--- src/rtl/coin_acceptor_pkg.sv ---
// rtl/coin_acceptor_pkg.sv - shared coin codes, FSM state type and helpers
// Exports: COIN_NONE/COIN_A/COIN_B/COIN_C one-hot codes, state_e, is_one_hot().
package coin_acceptor_pkg;

   localparam logic [2:0] COIN_NONE = 3'b000;
   localparam logic [2:0] COIN_A    = 3'b001;
   localparam logic [2:0] COIN_B    = 3'b010;
   localparam logic [2:0] COIN_C    = 3'b100;

   typedef enum logic [2:0] {
      IDLE         = 3'd0,
      DEBOUNCE     = 3'd1,
      EMIT         = 3'd2,
      REJECT       = 3'd3,
      WAIT_RELEASE = 3'd4
   } state_e;

   function automatic logic is_one_hot(input logic [2:0] v);
      return (v == COIN_A) || (v == COIN_B) || (v == COIN_C);
   endfunction

endpackage

--- src/rtl/coin_acceptor_if.sv ---
// rtl/coin_acceptor_if.sv - sensor/coin bundle between vending front-end and acceptor
// sense[2:0], accept_en : driven by master (sensors / machine control)
// coin[2:0], coin_valid, reject, busy, coin_count[CNT_W-1:0] : driven by slave (acceptor)
interface coin_acceptor_if #(
   parameter int CNT_W = 8
);
   logic [2:0]       sense;
   logic             accept_en;
   logic [2:0]       coin;
   logic             coin_valid;
   logic             reject;
   logic             busy;
   logic [CNT_W-1:0] coin_count;

   modport master (
      output sense, accept_en,
      input  coin, coin_valid, reject, busy, coin_count
   );

   modport slave (
      input  sense, accept_en,
      output coin, coin_valid, reject, busy, coin_count
   );
endinterface

--- src/rtl/coin_acceptor_sync2.sv ---
// rtl/coin_acceptor_sync2.sv - generic two-flop synchroniser
// clk : clock, rst : async active-low reset, d : async input, q : synchronised output
module sync2 #(
   parameter int WIDTH = 1
) (
   input  logic             clk,
   input  logic             rst,
   input  logic [WIDTH-1:0] d,
   output logic [WIDTH-1:0] q
);
   logic [WIDTH-1:0] meta_q, meta_d;
   logic [WIDTH-1:0] sync_q, sync_d;

   always_comb begin
      meta_d = d;
      sync_d = meta_q;
   end

   always_ff @(posedge clk or negedge rst) begin
      if (!rst) begin
         meta_q <= '0;
         sync_q <= '0;
      end else begin
         meta_q <= meta_d;
         sync_q <= sync_d;
      end
   end

   assign q = sync_q;
endmodule

--- src/rtl/coin_acceptor.sv ---
// rtl/coin_acceptor.sv - synchronise, debounce and validate coin sensors into a one-hot coin code
// clk : system clock, rst : async active-low reset
// bus.sense/accept_en in; bus.coin/coin_valid/reject/busy/coin_count out (all registered)
module coin_acceptor
   import coin_acceptor_pkg::*;
#(
   parameter int DEBOUNCE_CYCLES = 4,
   parameter int PULSE_CYCLES    = 1,
   parameter int CNT_W           = 8
) (
   input  logic               clk,
   input  logic               rst,
   coin_acceptor_if.slave     bus
);
   localparam int DB_W = $clog2(DEBOUNCE_CYCLES + 1);
   localparam int PL_W = $clog2(PULSE_CYCLES + 1);
   localparam logic [DB_W-1:0] DB_LOAD = DB_W'(DEBOUNCE_CYCLES - 1);
   localparam logic [PL_W-1:0] PL_LOAD = PL_W'(PULSE_CYCLES - 1);

   logic [2:0]       s;
   state_e           state_q, state_d;
   logic [2:0]       pat_q, pat_d;
   logic [DB_W-1:0]  dcnt_q, dcnt_d;
   logic [PL_W-1:0]  pcnt_q, pcnt_d;
   logic [2:0]       coin_q, coin_d;
   logic             valid_q, valid_d;
   logic             reject_q, reject_d;
   logic             busy_q, busy_d;
   logic [CNT_W-1:0] count_q, count_d;

   sync2 #(.WIDTH(3)) u_sync (
      .clk (clk),
      .rst (rst),
      .d   (bus.sense),
      .q   (s)
   );

   always_comb begin
      state_d = state_q;
      pat_d   = pat_q;
      dcnt_d  = dcnt_q;
      pcnt_d  = pcnt_q;
      count_d = count_q;

      case (state_q)
         IDLE: begin
            if (s != 3'b000) begin
               state_d = DEBOUNCE;
               pat_d   = s;
               dcnt_d  = DB_LOAD;
            end
         end
         DEBOUNCE: begin
            // Any change of the pattern, including a release, kills the event.
            if (s != pat_q) begin
               state_d = REJECT;
            end else if (dcnt_q == '0) begin
               if (is_one_hot(pat_q) && bus.accept_en) begin
                  state_d = EMIT;
                  pcnt_d  = PL_LOAD;
                  // Counted on entry so a long pulse still counts once.
                  if (count_q != '1) begin
                     count_d = count_q + CNT_W'(1);
                  end
               end else begin
                  state_d = REJECT;
               end
            end else begin
               dcnt_d = dcnt_q - DB_W'(1);
            end
         end
         EMIT: begin
            if (pcnt_q == '0) begin
               state_d = WAIT_RELEASE;
            end else begin
               pcnt_d = pcnt_q - PL_W'(1);
            end
         end
         REJECT: begin
            state_d = WAIT_RELEASE;
         end
         WAIT_RELEASE: begin
            if (s == 3'b000) begin
               state_d = IDLE;
            end
         end
         default: begin
            state_d = IDLE;
         end
      endcase

      // Outputs are decoded from the next state so they line up with state_q.
      coin_d   = (state_d == EMIT) ? pat_q : COIN_NONE;
      valid_d  = (state_d == EMIT);
      reject_d = (state_d == REJECT);
      busy_d   = (state_d != IDLE);
   end

   always_ff @(posedge clk or negedge rst) begin
      if (!rst) begin
         state_q  <= IDLE;
         pat_q    <= '0;
         dcnt_q   <= '0;
         pcnt_q   <= '0;
         coin_q   <= COIN_NONE;
         valid_q  <= 1'b0;
         reject_q <= 1'b0;
         busy_q   <= 1'b0;
         count_q  <= '0;
      end else begin
         state_q  <= state_d;
         pat_q    <= pat_d;
         dcnt_q   <= dcnt_d;
         pcnt_q   <= pcnt_d;
         coin_q   <= coin_d;
         valid_q  <= valid_d;
         reject_q <= reject_d;
         busy_q   <= busy_d;
         count_q  <= count_d;
      end
   end

   assign bus.coin       = coin_q;
   assign bus.coin_valid = valid_q;
   assign bus.reject     = reject_q;
   assign bus.busy       = busy_q;
   assign bus.coin_count = count_q;
endmodule

--- src/flat_wrapper.sv ---
// flat-port wrapper written by rule: the top's interface ports become plain ports
module coin_acceptor_flat import coin_acceptor_pkg::*;
#(
   parameter int DEBOUNCE_CYCLES = 4,
   parameter int PULSE_CYCLES    = 1,
   parameter int CNT_W           = 8
)
  (clk, rst, bus_sense, bus_accept_en, bus_coin, bus_coin_valid, bus_reject, bus_busy, bus_coin_count);
  coin_acceptor_if #(.CNT_W(CNT_W)) bus_i ();
  input  logic clk;
  input  logic rst;
  input wire logic [$bits(bus_i.sense)-1:0] bus_sense;
  input wire logic [$bits(bus_i.accept_en)-1:0] bus_accept_en;
  output wire logic [$bits(bus_i.coin)-1:0] bus_coin;
  output wire logic [$bits(bus_i.coin_valid)-1:0] bus_coin_valid;
  output wire logic [$bits(bus_i.reject)-1:0] bus_reject;
  output wire logic [$bits(bus_i.busy)-1:0] bus_busy;
  output wire logic [$bits(bus_i.coin_count)-1:0] bus_coin_count;
  assign bus_i.sense = bus_sense;
  assign bus_i.accept_en = bus_accept_en;
  assign bus_coin = bus_i.coin;
  assign bus_coin_valid = bus_i.coin_valid;
  assign bus_reject = bus_i.reject;
  assign bus_busy = bus_i.busy;
  assign bus_coin_count = bus_i.coin_count;
  coin_acceptor #(.DEBOUNCE_CYCLES(DEBOUNCE_CYCLES), .PULSE_CYCLES(PULSE_CYCLES), .CNT_W(CNT_W)) u_core (.clk(clk), .rst(rst), .bus(bus_i));
endmodule
--- config.mk ---
export PLATFORM = sky130hd
export DESIGN_NAME = coin_acceptor_flat
export DESIGN_NICKNAME = d
export VERILOG_FILES = /design/src/rtl/coin_acceptor_pkg.sv /design/src/rtl/coin_acceptor_if.sv /design/src/rtl/coin_acceptor_sync2.sv /design/src/rtl/coin_acceptor.sv /design/src/flat_wrapper.sv
export SDC_FILE = /design/constraint.sdc
export NUM_CORES = 1
export LEC_CHECK = 0
export BUFFER_PORTS_ARGS = -buffer_cell sky130_fd_sc_hd__buf_2
export CORE_UTILIZATION = 50
export DETAILED_ROUTE_END_ITERATION = 10
export PLACE_DENSITY = 0.71
export SLEW_MARGIN = 20
export SYNTH_ARGS = -nofsm -noshare
export SYNTH_HDL_FRONTEND = slang
export SYNTH_SLANG_ARGS = --single-unit
--- constraint.sdc ---
create_clock -name clk -period 3.2 [get_ports clk]
set_clock_uncertainty 0.15 [all_clocks]
set_input_delay 0.16 -clock clk [delete_from_list [all_inputs] [get_ports clk]]
set_output_delay 0.16 -clock clk [all_outputs]
set_load 0.03 [all_outputs]
Yosys cells after proc, flatten, opt, wreduce, memory -nomap -nowiden
Cells that the tools add are included.
{ "op_classes": {"n_reduce_logical": 14, "n_bitwise": 1, "n_eq_ne": 16, "addsub": 3, "n_mux": 17} }
{ "ops": {"columns": ["operator", "n"], "rows": [
  ["3-bit two-way mux", 9],
  ["3-bit by 2-bit equality test with 1-bit output (second input constant)", 5],
  ["3-bit one-hot mux with 5 select lines", 1],
  ["3-bit zero test", 3],
  ["8-bit by 1-bit adder with 8-bit output (second input constant)", 1],
  ["8-bit != test (second input constant)", 1],
  ["4-bit AND reduction", 2],
  ["3-bit by 1-bit equality test with 1-bit output (second input constant)", 2],
  ["3-bit equality test (second input constant)", 2],
  ["2-bit by 1-bit != test with 1-bit output (second input constant)", 3],
  ["3-bit one-hot mux with 2 select lines", 1],
  ["3-bit nonzero test", 2],
  ["1-bit two-way mux", 5],
  ["5-bit AND reduction", 1],
  ["2-bit != test (second input constant)", 2],
  ["2-bit nonzero test", 2],
  ["3-bit != test", 1],
  ["3-bit by 1-bit subtractor with 3-bit output (second input constant)", 1],
  ["1-bit logical OR", 2],
  ["1-bit one-hot mux with 2 select lines", 1],
  ["2-bit AND reduction", 1],
  ["1-bit logical AND", 1],
  ["1-bit inverter", 1],
  ["1-bit subtractor (second input constant)", 1]
]} }
{ "totals": {"input_bits": 6, "wordCells": 62, "out_inout_bits": 14, "register_bits": 30} }

Longest topological paths before layout
{ "depth": {"ltp_word": 10, "depth_mapped": 6, "mapped_depth_nobuf": 6} }

Hierarchy
A second synthesis with hierarchy kept.
{ "unflattened": {"hier_cells": 99, "area_unflattened_um2": 1226.2} }
{ "modules_own_cells": {"columns": ["mod", "instances", "cells_per_inst", "area_per_inst_um2"], "rows": [
  ["coin_acceptor", 1, 93, 1076.0],
  ["sync2", 1, 6, 150.1]
]} }

Worst setup path before layout
No wires, ideal clock.
{ "synth_timing": {"path_type": "register to register", "startpoint": "register u_core.dcnt_q[0]", "endpoint": "register u_core.count_q[1], in the netlist u_core.bus.coin_count[1]", "path_slack_ns": 1.214, "path_stages_with_launch": 7, "t_arrival_ns": 1.708, "n_path_buf": 0, "period_less_slack_ns": 1.986, "cell_sequence": "dfrtp_1 -> inv_1 -> ha_1 -> nor2b_1 -> nand4_2 -> nor4_2 -> mux2_1"} }
{ "synth_via": {"elab_chain_cells": 2} }
{ "synth_lines": {"columns": ["element", "line", "source"], "rows": [
  ["start, declared", "coin_acceptor.sv:23", "logic [DB_W-1:0] dcnt_q, dcnt_d;"],
  ["start signal, assigned", "coin_acceptor.sv:113", "dcnt_q <= dcnt_d;"],
  ["3-bit zero test", "coin_acceptor.sv:57", "end else if (dcnt_q == '0) begin"],
  ["5-bit AND reduction (no line)", null, null],
  ["end signal, assigned", "coin_acceptor.sv:119", "count_q <= count_d;"],
  ["end, declared", "coin_acceptor.sv:29", "logic [CNT_W-1:0] count_q, count_d;"]
]} }
Every way passes these cells.
A chain may end at the register's enable or synchronous reset.

Worst setup path after layout
Ends and elaborated chain as after synthesis.

==> results by group <==
Power
  – Part of the power in combinational logic: 0.315
  – Power density cells: 718 nW/um^2
  – Static Leak: 0.752 nW
  – Clock power share: 0.210
  – Pint: 0.000672 W
  – Net Sw Frac: 0.382
  – Peak supply drop: 424 uV
  – P_sw: 0.000416 W
  – Seq pwr share: 0.475

Synth
  – Sequential-to-total area share from yosys stat: 0.562
  – Area contributors post-synth: dfrtp_1 56%, xor2_1 4.1%, ha_1 2.9%, nor4_1 2.9%, xnor2_1 2.7%
  – Syn_nets: roughly 120
  – Simple-gate share of the synthesized area: 0.181
  – Largest family of logic cells by synthesized area: simple AND/OR/NAND/NOR gates
  – Post-Synth XOR/XNOR Area: 0.0678
  – Post-synth cell types: 34
  – Adder-cell share of the synthesized area: 0.0291
  – Syn Inst Count: 110
  – Cell taking the most area after synthesis: dfrtp_1
  – Post-synthesis mux area share: 0.0504
  – Synth Area per Inst: 11.7 um^2
  – Synth Warn #: 0
  – Cell area after synthesis: 1290 um^2
  – Post-synth top area share: 0.562
  – #FFs+latches synth: 29
  – Post-synthesis compound-gate area fraction: 0.0862

Timing
  – Minimum clock period: around 2.2 ns
  – Final slew viol count: 0
  – Final period utilization: 0.687
  – Worst Slack Setup Final: 1.00 ns
  – Slew Limit Headroom: 0.576
  – Hold Fails Final Rpt: 0
  – TNS Setup: 0 ns
  – Max Freq: 455 MHz
  – Final Setup Violations: 0
  – RSZ-0062 raised after global routing: false
  – Worst-Margin Slew: 0.636 ns
  – Hold slack: 0.0648 ns

Detailed routing
  – DRC: 0
  – Initial DRC count: 9
  – Routed Antenna Nets: 0
  – WL final: 2.45 mm
  – DR vias/cell: 5.61
  – Routed vias: roughly 950
  – Avg WL per Cell: 14.5 um
  – First-pass DRT Iterations: 4

Clock tree
  – Clk slew on worst S/H paths: 0.09 ns
  – Total CTS buffers: 5
  – Setup Fix Bufs, Post-CTS: 0
  – Clock Sinks: 29
  – CTS max path bufs: 2
  – CTS tree: done
  – H-tree levels: 2
  – Worst-skew pair later-pin latency: 0.33 ns
  – Clk root buf: clkbuf_4

Critical path
  – Req. time, crit path: ~3.3 ns
  – Peak per-stage delay on the critical path: 0.38 ns
  – CP max stage cell: nor4_2
  – Largest fanout on the critical path: 8
  – Worst Setup End Kind: flop
  – CP Launch Type: flop
  – Crit path arrival time: 2.27 ns
  – WS Path Type: reg2reg
  – Worst path cell trace: inv_1, ha_1, nor2b_1, nand4_2, nor4_2, mux2_1

Global route
  – Total gr overflow: 0
  – Initial antenna violation count: 0
  – Maximum number of pins on one net before global-route repair: 30
  – Vias in the first global route: 933
  – Total track usage: 0.214
  – First-pass GRT wire length: 4.15 mm

Floorplanning
  – I/O pin count: 20
  – Die ar.: approximately 2800 um^2
  – Initial Utilization: 0.526
  – Die span in x: 52.8 um
  – Row count: 18
  – Area of the core: 2450 um^2
  – Die Ht: 52.8 um

Finish
  – Finished Cell Area: approximately 1500 um^2
  – Util after Layout: 0.617
  – Ratio of cells with drive above 1 in the final layout: 0.245
  – Most common cell after layout, fill and taps aside: dfrtp_1
  – P&R area growth vs syn: 17.3%
  – Antenna diode count: 0
  – Most frequent cells in the layout: 29 x dfrtp_1, 19 x buf_2, 7 x nand2_1
  – # fillers: 205
  – NumNets Final: approximately 150

Place
  – DP Area: 1420 um^2
  – Post-Place Worst Slack: 1.03 ns
  – Port-buffer cells: 19
  – Gp weighted congestion: 0.888
  – Dpl hpwl: 1.73 mm

Flow run
  – Maxcap violations: 0

Worst hold path
  – HP Class: in2reg

Status
  – Status: complete, no violations
[registers in the layout, indices dropped and copies added (netlist names)]
register and flops:
u_core.bus.coin_valid 1, u_core.bus.coin_count 8, u_core.u_sync.meta_q 3, u_core.u_sync.q 3
u_core.bus.reject 1, u_core.state_q 3, u_core.bus.coin 3, u_core.pat_q 3
u_core.bus.busy 1, u_core.dcnt_q 3
[layer usage]
| layer | part of all wire | wire, um | GRT usage |
|---|---|---|---|
| met1 | 0.44 | 1080 | 0.262 |
| met2 | 0.50 | 1230 | 0.350 |
| met3 | 0.048 | 117 | 0.0783 |
| met4 | 0.010 | 25 | 0.0658 |
| met5 | 0 | 0 | 0 |
[cell usage after synthesis]
library cell / n
nor3b_2: 1
xor2_1: 6
buf_4: 1
nand2_1: 7
xnor2_1: 4
a211o_1: 1
mux2_2: 3
nand4_1: 2
nand4b_1: 1
a41o_1: 1
nor4b_1: 1
o211ai_2: 1
dfrtp_1: 29
and3_1: 2
nor4_1: 6
o2111a_1: 1
nand2b_1: 1
a32o_1: 1
and2_1: 3
mux2i_1: 2
inv_1: 6
nor2_2: 1
nand3_1: 4
nor3_1: 2
ha_1: 3
o22ai_1: 1
nor2_1: 6
o21ai_0: 4
nor2b_1: 1
a21oi_1: 3
nor4_2: 1
mux2_1: 1
nand4_2: 1
o2111ai_1: 2
[layout make-up]
type                    count  area (um^2)  share of cell area
flip-flops and latches     29          726               0.479
multi-input cells          74          536               0.353
repair buffers             23          135              0.0892
clock buffers               6         51.3              0.0339
well taps                  30         37.5              0.0248
inverters                   6         22.5              0.0149
clock inverters             1         7.51             0.00495
[cell families (layout without fill, tap and decap cells)]
| family | count (synthesis) | in the layout |
|---|---|---|
| simple gates | 40 | 40 |
| fa+ha+maj | 3 | 3 |
| compound gates | 15 | 15 |
| buf+inv | 7 | 36 |
| xor+xnor | 10 | 10 |
| flops | 29 | 29 |
| mux | 6 | 6 |
[path summary, 6_finish.rpt]
| path | endpoint | from | cells after the start | slack, ns |
|---|---|---|---|---|
| worst max register to register | u_core.bus.coin_count[1] | u_core.dcnt_q[0] | 6 | 1.00 |
| worst min register to register | u_core.u_sync.q[2] | u_core.u_sync.meta_q[2] | 0 | 0.21 |
| min in group asynchronous | u_core.state_q[2] | rst | 2 | 0.22 |
| max in group asynchronous | u_core.u_sync.q[2] | rst | 2 | 2.26 |
| worst min-delay path | u_core.bus.coin_valid | bus_accept_en | 3 | 0.06 |
| worst max-delay path | u_core.bus.coin_count[1] | u_core.dcnt_q[0] | 6 | 1.00 |
[power by group through the flow]
stage	registers [W]	clock network [W]	logic, W
after global routing	0.000532	0.000249	0.000384
final	0.000517	0.000229	0.000342
after floorplan	0.000518	0	0.000261
after detailed placement	0.000523	0	0.000337
after CTS	0.000515	0.000234	0.000342
after global placement	0.000518	0	0.000326
[critical path: cells and delay by family, from the launching register on]
kind / cells / cell delay, ns
simple gates: 3 / 0.93
flops: 1 / 0.37
fa+ha+maj: 1 / 0.18
buf+inv: 1 / 0.11
mux: 1 / 0.36
[metrics by stage]
step                      power [W]  std cells
after floorplan            0.000779        110
after global placement     0.000844        158
after CTS                   0.00109        169
final                       0.00109        169
after detailed placement   0.000859        158
after global routing        0.00116        169
[what timing repair did]
| item | in CTS | in global routing |
|---|---|---|
| hold buffers | 4 | 0 |
| setup endpoints to repair | 0 | 0 |
| endpoints found under the hold margin | 32 | 0 |
| gates resized for setup | 0 | 0 |
(Power assumes the default switching activity.)
